### src/rtl/track_pkg.sv
// Shared mode and route codes for the line-tracking controller and the motor driver.
package track_pkg;

  typedef enum logic [4:0] {
    ModeIdle         = 5'd0,
    ModeStart        = 5'd1,
    ModeCount        = 5'd2,
    ModeStraight     = 5'd3,
    ModeChoose       = 5'd4,
    ModeTurnStraight = 5'd5,
    ModeTurnLeft     = 5'd6,
    ModeTurnRight    = 5'd7,
    ModeStop         = 5'd30,
    ModeError        = 5'd31
  } mode_e;

  typedef enum logic [1:0] {
    RouteStraight = 2'b00,
    RouteLeft     = 2'b01,
    RouteRight    = 2'b10,
    RouteStop     = 2'b11
  } route_e;

  localparam int unsigned CntW         = 32;
  localparam int unsigned NumJunctions = 8;
  localparam logic [2:0]  SensAllBlack = 3'b111;
  localparam logic [2:0]  SensAllWhite = 3'b000;

  function automatic mode_e route_to_mode(input logic [1:0] code);
    mode_e m;
    case (code)
      RouteStraight: m = ModeTurnStraight;
      RouteLeft:     m = ModeTurnLeft;
      RouteRight:    m = ModeTurnRight;
      default:       m = ModeStop;
    endcase
    return m;
  endfunction

endpackage

### src/rtl/sensor_filter.sv
// Line-sensor conditioning: 2-flop synchronizer, plus a per-bit stability filter when
// SENSOR_DEBOUNCE_EN is defined.
module sensor_filter
  import track_pkg::*;
#(
  parameter int unsigned DEB_CYC = 1_000_000
) (
  input  logic       clk,
  input  logic       rst,
  input  logic [2:0] sensor_i,
  output logic [2:0] sensor_o
);

  if (DEB_CYC == 0) begin : g_deb_cyc_check
    $error("DEB_CYC must be nonzero");
  end

  logic [2:0] sync1_q, sync2_q;

  always_ff @(posedge clk or posedge rst) begin
    if (rst) begin
      sync1_q <= '0;
      sync2_q <= '0;
    end else begin
      sync1_q <= sensor_i;
      sync2_q <= sync1_q;
    end
  end

`ifdef SENSOR_DEBOUNCE_EN
  logic [2:0]      filt_q, filt_d;
  logic [CntW-1:0] deb_q [3];
  logic [CntW-1:0] deb_d [3];

  // A bit flips only after DEB_CYC consecutive samples disagreeing with the current output.
  always_comb begin
    filt_d = filt_q;
    for (int b = 0; b < 3; b++) begin
      deb_d[b] = '0;
      if (sync2_q[b] != filt_q[b]) begin
        if (deb_q[b] >= CntW'(DEB_CYC - 1)) begin
          filt_d[b] = sync2_q[b];
        end else begin
          deb_d[b] = deb_q[b] + CntW'(1);
        end
      end
    end
  end

  always_ff @(posedge clk or posedge rst) begin
    if (rst) begin
      filt_q <= '0;
      for (int b = 0; b < 3; b++) deb_q[b] <= '0;
    end else begin
      filt_q <= filt_d;
      for (int b = 0; b < 3; b++) deb_q[b] <= deb_d[b];
    end
  end

  assign sensor_o = filt_q;
`else
  assign sensor_o = sync2_q;
`endif

endmodule

### src/rtl/track_ctrl.sv
// Line-following run controller: countdown, straight tracking, route-driven junction turns.
// Build option SENSOR_DEBOUNCE_EN adds a stability filter on the sensor inputs.
module track_ctrl
  import track_pkg::*;
#(
  parameter int unsigned COUNT_CYC    = 100_000_000,
  parameter int unsigned TURN_MIN_CYC = 30_000_000,
  parameter int unsigned TURN_MAX_CYC = 200_000_000,
  parameter int unsigned LOST_CYC     = 50_000_000,
  parameter int unsigned DEB_CYC      = 1_000_000
) (
  input  logic        clk,
  input  logic        rst,
  input  logic        start_i,
  input  logic [2:0]  sensor_i,
  input  logic [15:0] route_i,
  output logic [4:0]  mode_o,
  output logic [3:0]  junction_cnt_o,
  output logic        done_o
);

  if (COUNT_CYC == 0 || LOST_CYC == 0 || TURN_MAX_CYC == 0) begin : g_param_check
    $error("COUNT_CYC, LOST_CYC and TURN_MAX_CYC must be nonzero");
  end

  logic [2:0] sens;

  sensor_filter #(
    .DEB_CYC(DEB_CYC)
  ) u_sensor_filter (
    .clk     (clk),
    .rst     (rst),
    .sensor_i(sensor_i),
    .sensor_o(sens)
  );

  mode_e           state_q, state_d;
  logic [CntW-1:0] cyc_q, cyc_d;
  logic [CntW-1:0] lost_q, lost_d;
  logic [3:0]      jcnt_q, jcnt_d;
  logic            start_q, start_rise, done_q;
  logic            turn_exit;

  assign start_rise = start_i & ~start_q;
  assign turn_exit  = (cyc_q >= CntW'(TURN_MIN_CYC)) && sens[1] && (sens != SensAllBlack);

  always_comb begin
    state_d = state_q;
    jcnt_d  = jcnt_q;
    lost_d  = '0;
    case (state_q)
      ModeIdle:     if (start_rise) state_d = ModeStart;
      ModeStart: begin
        jcnt_d  = '0;
        state_d = ModeCount;
      end
      ModeCount:    if (cyc_q >= CntW'(COUNT_CYC - 1)) state_d = ModeStraight;
      ModeStraight: begin
        if (sens == SensAllBlack) begin
          state_d = ModeChoose;
        end else if (sens == SensAllWhite) begin
          if (lost_q >= CntW'(LOST_CYC - 1)) state_d = ModeError;
          else lost_d = lost_q + CntW'(1);
        end
      end
      ModeChoose: begin
        if (jcnt_q >= 4'(NumJunctions)) begin
          state_d = ModeStop;
        end else begin
          jcnt_d  = jcnt_q + 4'd1;
          state_d = route_to_mode(route_i[{jcnt_q[2:0], 1'b0} +: 2]);
        end
      end
      ModeTurnStraight: if (sens != SensAllBlack) state_d = ModeStraight;
      // Exit is checked before the timeout so a coinciding re-acquisition wins.
      ModeTurnLeft, ModeTurnRight: begin
        if (turn_exit) state_d = ModeStraight;
        else if (cyc_q >= CntW'(TURN_MAX_CYC - 1)) state_d = ModeError;
      end
      ModeStop, ModeError: if (start_rise) state_d = ModeIdle;
      default: state_d = ModeIdle;
    endcase
  end

  always_comb begin
    if (state_d != state_q) cyc_d = '0;
    else if (cyc_q != '1)   cyc_d = cyc_q + CntW'(1);
    else                    cyc_d = cyc_q;
  end

  always_ff @(posedge clk or posedge rst) begin
    if (rst) begin
      state_q <= ModeIdle;
      cyc_q   <= '0;
      lost_q  <= '0;
      jcnt_q  <= '0;
      start_q <= 1'b0;
      done_q  <= 1'b0;
    end else begin
      state_q <= state_d;
      cyc_q   <= cyc_d;
      lost_q  <= lost_d;
      jcnt_q  <= jcnt_d;
      start_q <= start_i;
      done_q  <= (state_d == ModeStop);
    end
  end

  assign mode_o         = state_q;
  assign junction_cnt_o = jcnt_q;
  assign done_o         = done_q;

endmodule
### config.mk
export PLATFORM = sky130hd
export DESIGN_NAME = track_ctrl
export DESIGN_NICKNAME = d
export VERILOG_FILES = /design/src/rtl/track_pkg.sv /design/src/rtl/sensor_filter.sv /design/src/rtl/track_ctrl.sv
export SDC_FILE = /design/constraint.sdc
export NUM_CORES = 1
export LEC_CHECK = 0
export BUFFER_PORTS_ARGS = -buffer_cell sky130_fd_sc_hd__buf_2
export CORE_MARGIN = 1
export CORE_UTILIZATION = 40
export DETAILED_ROUTE_END_ITERATION = 10
export MAX_ROUTING_LAYER = met4
export PLACE_DENSITY = 0.65
export SETUP_SLACK_MARGIN = 0.3
export SLEW_MARGIN = 20
export SYNTH_ARGS = -nofsm -noshare
export SYNTH_HDL_FRONTEND = slang
export SYNTH_HIERARCHICAL = 1
export SYNTH_SLANG_ARGS = --single-unit
### constraint.sdc
create_clock -name clk -period 2.4 [get_ports clk]
set_input_delay 0 -clock clk [delete_from_list [all_inputs] [get_ports clk]]
set_output_delay 0 -clock clk [all_outputs]
set_load 0.02 [all_outputs]
## Word level (Yosys, flattened, before mapping)

Index checks and enable logic that the tools add are counted.

| operators by class | value |
|---|---|
| add/sub/neg operators | 3 |
| magnitude comparators | 5 |
| equality and inequality tests | 17 |
| shift operators | 1 |
| mux-type cells | 20 |
| bitwise operators | 2 |
| reduce and logical (&&, ||, !) cells | 10 |

Operator list:

| cell | count |
|---|---|
| 32-bit 2-to-1 mux | 6 |
| 32-bit by 1-bit adder with 32-bit output, second input constant | 2 |
| 5-bit 2-to-1 mux | 10 |
| 5-bit case mux with 8 select lines | 1 |
| 32-bit by 25-bit >= comparator with 1-bit output, second input constant | 1 |
| 32-bit by 26-bit >= comparator with 1-bit output, second input constant | 1 |
| 32-bit by 27-bit >= comparator with 1-bit output, second input constant | 1 |
| 32-bit by 28-bit >= comparator with 1-bit output, second input constant | 1 |
| 32-bit != test, second input constant | 1 |
| 5-bit by 3-bit == test with 1-bit output, second input constant | 4 |
| 16-bit by 5-bit indexed part select with 2-bit output | 1 |
| 5-bit == test, second input constant | 3 |
| 5-bit case mux with 3 select lines | 1 |
| 5-bit by 2-bit == test with 1-bit output, second input constant | 2 |
| 4-bit case mux with 2 select lines | 1 |
| 5-bit by 1-bit == test with 1-bit output, second input constant | 1 |
| 5-bit logical NOT | 1 |
| 5-bit != test | 1 |
| 4-bit by 1-bit adder with 4-bit output, second input constant | 1 |
| 4-bit >= comparator, second input constant | 1 |
| 4-bit 2-to-1 mux | 1 |
| 2-bit nonzero test | 2 |
| 2-bit OR reduction | 2 |
| 3-bit == test, second input constant | 1 |
| other kinds (10) | 11 |

| word-level totals | value |
|---|---|
| register bits | 81 |
| bits of input ports | 22 |
| output and inout port bits | 10 |

## Longest topological paths before layout

| depth | value |
|---|---|
| word-level depth | 7 |
| depth in mapped cells | 9 |
| gate-level depth less buffers | 8 |

## By module

Netlist, hierarchy kept.

By module, submodules not included:

| module | instances | cells each | area an instance (um2) | sequential area each (um2) |
|---|---|---|---|---|
| track_ctrl | 1 | 462 | 4,543.1 | 1,876.8 |
| sensor_filter | 1 | 7 | 153.9 | 150.1 |

## Worst setup path before layout

OpenSTA, ideal clock, no wires.

| path | value |
|---|---|
| path kind | register to register |
| from | register jcnt_q[1], in the netlist junction_cnt_o[1] |
| to | register cyc_q[10] |
| arrival time | 2,203 ps |
| slack | 117 ps |
| cell stages (with the launch flop) | 8 |
| path buffers | 1 |
| cell sequence | dfrtp_1 mux4_2 mux2i_1 a21oi_1 a311oi_4 nand3_4 buf_6 nor3_2 |

| on the way | value |
|---|---|
| cells in the longest elaborated chain, start to end | 7 |
| elaborated cells on any way between the ends | 11 |
| those cells by class | 1 x order compare; 3 x eq/ne; 1 x shift; 4 x mux; 2 x reduce/logical |

RTL lines:

| item | RTL line | source |
|---|---|---|
| from (decl) | track_ctrl.sv:40 | `logic [3:0] jcnt_q, jcnt_d;` |
| from (signal assigned) | track_ctrl.sv:103 | `jcnt_q <= jcnt_d;` |
| 16-bit by 5-bit indexed part select with 2-bit output | track_ctrl.sv:71 | `state_d = route_to_mode(route_i[{jcnt_q[2:0], 1'b0} +: 2]);` |
| 2-bit == test (tied with other cells) | track_pkg.sv:31 | `case (code)` |
| 5-bit case mux with 3 select lines | track_pkg.sv:31 |  |
| 5-bit 2-to-1 mux (*) | track_ctrl.sv:67 | `if (jcnt_q >= 4'(NumJunctions)) begin` |
| 5-bit case mux with 8 select lines (*) | track_ctrl.sv:51 | `case (state_q)` |
| 5-bit != test (*) | track_ctrl.sv:86 | `if (state_d != state_q) cyc_d = '0;` |
| 32-bit 2-to-1 mux / 2-bit nonzero test (equally long branches) | n/a |  |
| to (signal assigned) | track_ctrl.sv:101 | `cyc_q <= cyc_d;` |
| to (decl) | track_ctrl.sv:38 | `logic [CntW-1:0] cyc_q, cyc_d;` |

Every way passes the cells marked *; elsewhere a longest branch is shown, timed or not.
A chain may end at the register's enable or synchronous reset.

## Worst setup path after layout

| path | value |
|---|---|
| from | register cyc_q[9] |
| to | register cyc_q[21] |

| on the way | value |
|---|---|
| cells in the longest elaborated chain, start to end | 7 |
| elaborated cells on any way between the ends | 15 |
| those cells by class | 1 x add/sub; 3 x order compare; 2 x eq/ne; 6 x mux; 3 x reduce/logical |

RTL lines:

| item | RTL line | source |
|---|---|---|
| 32-bit by 25-bit >= comparator with 1-bit output | track_ctrl.sv:45 | `assign turn_exit = (cyc_q >= CntW'(TURN_MIN_CYC)) && sens[1] && (sens != SensAllBlack);` |
| 1-bit logical AND (2 in series) | track_ctrl.sv:45 |  |
| 5-bit 2-to-1 mux | track_ctrl.sv:77 | `if (turn_exit) state_d = ModeStraight;` |
| 5-bit case mux with 8 select lines | track_ctrl.sv:51 |  |
| 5-bit != test | track_ctrl.sv:86 |  |
| 32-bit 2-to-1 mux / 2-bit nonzero test (equally long branches) | n/a |  |

Parallel ways exist; a longest one is shown, timed or not. The select of a mux whose other input is x is not followed.

==> results.cfg <==
[outcome]
run_status = finished clean

[layout]
area_growth_synth_to_finish_pct = 30.7
insertedDiodeCount = 0
share_of_layout_cells_above_drive_strength_1 = 0.346
layout_common_cells = sky130_fd_sc_hd__dfrtp_1, sky130_fd_sc_hd__buf_4, sky130_fd_sc_hd__nor2_1
post-route-util = 0.538
design.final.nets = 583
layout.cells.most_common = sky130_fd_sc_hd__dfrtp_1

[logic_synthesis]
synth_simple_gate_area_frac = 0.291
yosysWarningCount = 6
synth_area_in_compound_gates = 0.0924
synthTopCellsByArea = sky130_fd_sc_hd__dfrtp_1, sky130_fd_sc_hd__nor3_2, sky130_fd_sc_hd__xor2_1, sky130_fd_sc_hd__xnor2_1, sky130_fd_sc_hd__nand3_1
yosys_register_bits = 81
synth_top_family_by_area = simple AND/OR/NAND/NOR gates
yosys.area.top_type = sky130_fd_sc_hd__dfrtp_1
count_of_flip_flops_with_a_built_in_enable_after_synthesis = 0
synth-seq-area-share = 0.432
syn_area_per_cell_um2 = 10.0
post-synth-top-area-fraction = 0.432
synth_mux_area_frac = 0.0272
yosys.area_share.adder = 0.0133
synth_xor_xnor_area_share = 0.0988
post_synth_num_cell_types = 65
async_flop_share = 1.00
syn_area_um2 = 4700
netlist_instances = 469
yosys_most_used_dff = sky130_fd_sc_hd__dfrtp_1

[grt]
number_of_antenna_violations_at_the_first_check_in_global_routing = 0
overflow = 0
track_usage = 0.207
first_global_vias = 3940
grt_max_degree = 28
grt_pass1_wl_um = 18600

[worst_setup_path]
ff2ff_setup_slack_ns = 0.02
cp_max_fo = 4
r2r.worst_path.cells = 8
worst-endpoint-arrival_ns = 2.63
critPathRequiredTime_ns = 2.66
crit_path_end = cyc_q[21]
setup.worst_path.start = cyc_q[9]
startpoint_of_the_lowest_slack_register_to_register_path = cyc_q[9]
critPathCaptureType = flip-flop
critical_path.startpoint_type = flip-flop
crit_type = flip-flop to flip-flop
r2r-end = cyc_q[21]

[clock_tree]
clock_sinks = 81
worstSkewPairLatency_ns = 0.34
clkTransAtPathRegs_ns = 0.06
cts_htree_levels = 3
cts_inserted_buffers = 9
cts_root_buffer = sky130_fd_sc_hd__clkbuf_16
number_of_buffers_on_the_longest_clock_path = 2
clock_tree_from_tritoncts = yes

[drt]
drcViolationCount = 0
vias_per_cell = 5.45
average_routed_wire_per_standard_cell_um = 15.6
dr.first_iter.drc_count = 159
first_pass_iters = 4
routed-via-count = 3835
residual_antenna_violating_net_count_after_detailed_routing = 0
routed_wl_um = 11000

[placed_design]
globalplace.congestion = 0.868
place.port_buffers = 31
place_hpwl_um = 7330

[sta]
timing.final.crit_share = 0.990
grt_setup_unrepaired = true
drv_slew = 0
clock_skew_ns = 0.00563
final-setup-viol-count = 0
worst_max_slew_margin_expressed_relative_to_the_limit = 0.603
finalHoldViolations = 0
tightestPinTransition_ns = 0.588
timing.final.crit_period_ns = 2.38
setup_tns_ns = 0
achievable-frequency_mhz = 421

[die]
floorplan.initialDensity = 0.411
coreArea_um2 = 11400
die_area_um2 = 12200
fp.dieH_um = 110
ios = 32
placementRows = 39
die_width_um = 110

[pwr]
power_density_nw_per_um2 = 840
cellLeakagePower_nw = 2.58
irDropWorstVdd_uv = 579

[run]
maxCapViolations = 0

[hold_path]
worstHoldPathType = primary input to asynchronous set/reset pin
worst max-delay path, cell delays in order, from the launching register on:
cell and delay (ns):
sky130_fd_sc_hd__dfrtp_1 0.37, sky130_fd_sc_hd__or4_4 0.57, sky130_fd_sc_hd__a311oi_4 0.27, sky130_fd_sc_hd__o41ai_4 0.13
sky130_fd_sc_hd__a311oi_4 0.34, sky130_fd_sc_hd__nand3_4 0.15, sky130_fd_sc_hd__buf_6 0.16, sky130_fd_sc_hd__clkbuf_16 0.15
sky130_fd_sc_hd__nor3_2 0.16
synth_stat cells, drive strengths merged, types with 3 or more instances:
library cell   n
inv           13
dfrtp         81
clkbuf        11
nor4          11
nor2b          3
and2           3
xor2          31
mux2i          6
nor3          43
nand2         39
nand3         34
a31oi          5
o21a           3
xnor2         22
mux4           3
a21o           3
buf           15
or4            3
and4           6
and3          17
nor2          41
o21ai          7
nand2b         3
a211oi         3
ha             5
a21oi          8
nand4         19
flip-flops by register name (all words and copies together), names as in the netlist:
| signal | count |
|---|---|
| cyc_q | 32 |
| done_o | 1 |
| junction_cnt_o | 4 |
| lost_q | 32 |
| mode_o | 5 |
| start_q | 1 |
| u_sensor_filter/sensor_o | 3 |
| u_sensor_filter/sync1_q | 3 |
logic make-up (layout without fill, tap and decap cells):
logic type               after synthesis  count (layout)
multiplexers                           9               9
buffers and inverters                 39             125
XOR/XNOR                              53              53
other                                  1               6
AND/OR/NAND/NOR                      231             231
adder cells (fa/ha/maj)                5               5
AO/OA/AOI/OAI                         50              51
flip-flops                            81              81
final cells by class:
cell class	instances	area, um^2
Sequential cell	81	2030
Timing Repair Buffer	96	778
Tap cell	143	179
Fill cell	1000	5280
Inverter	13	48.8
Clock inverter	5	85.1
Clock buffer	11	243
Multi-Input combinational cell	355	2780
where the power goes:
part	switching (mW)	leakage (nW)	internal [mW]
combinational	1.15	1.33	0.958
clock	0.566	0.157	0.948
sequential	0.0901	1.09	1.45
total	1.81	2.58	3.35
layer usage:
| layer | vias to the layer above | routed length (um) | share of wire | GRT usage |
|---|---|---|---|---|
| met3 | 23 | 409 | 0.037 | 0.0482 |
| li1 | 1856 | - | - | - |
| met5 | - | 0 | 0 | - |
| met1 | 1882 | 4710 | 0.43 | 0.244 |
| met4 | 0 | 287 | 0.026 | 0.0846 |
| met2 | 74 | 5610 | 0.51 | 0.339 |
worst min path at each step:
stage,endpoint,slack (ns),cells after the start
3_3_place_gp,u_sensor_filter/sync1_q[0],-0.08,2
4_1_cts,u_sensor_filter/sync1_q[0],0.12,3
2_1_floorplan,u_sensor_filter/sensor_o[0],-0.21,1
3_5_place_dp,u_sensor_filter/sync1_q[2],-0.07,2
6_report,u_sensor_filter/sync1_q[0],0.14,3
5_1_grt,u_sensor_filter/sensor_o[2],0.17,3
metrics by stage:
step / instances / hold WS (ns) / setup slack (ns) / area, um^2 / power (mW)
after floorplan: 474 / -0.209 / 0.217 / 4780 / 2.70
after global placement: 665 / -0.0812 / 0.0484 / 5290 / 2.99
after detailed placement: 665 / -0.0664 / 0.00677 / 5290 / 3.02
after CTS: 699 / 0.117 / 0.0487 / 5910 / 4.95
after global routing: 704 / 0.166 / -0.0706 / 6140 / 5.40
final: 704 / 0.143 / 0.0239 / 6140 / 5.16
repair_timing:
action | in CTS | in global routing
pin swaps | 18 | 14
gates cloned | 2 | 2
hold buffers | 5 | 0
resized for setup | 25 | 27
endpoints found under the hold margin | 35 | 0
setup endpoints to repair | 59 | 37
setup buffers | 11 | 3
No activity file was read; power rests on OpenSTA's default activity.
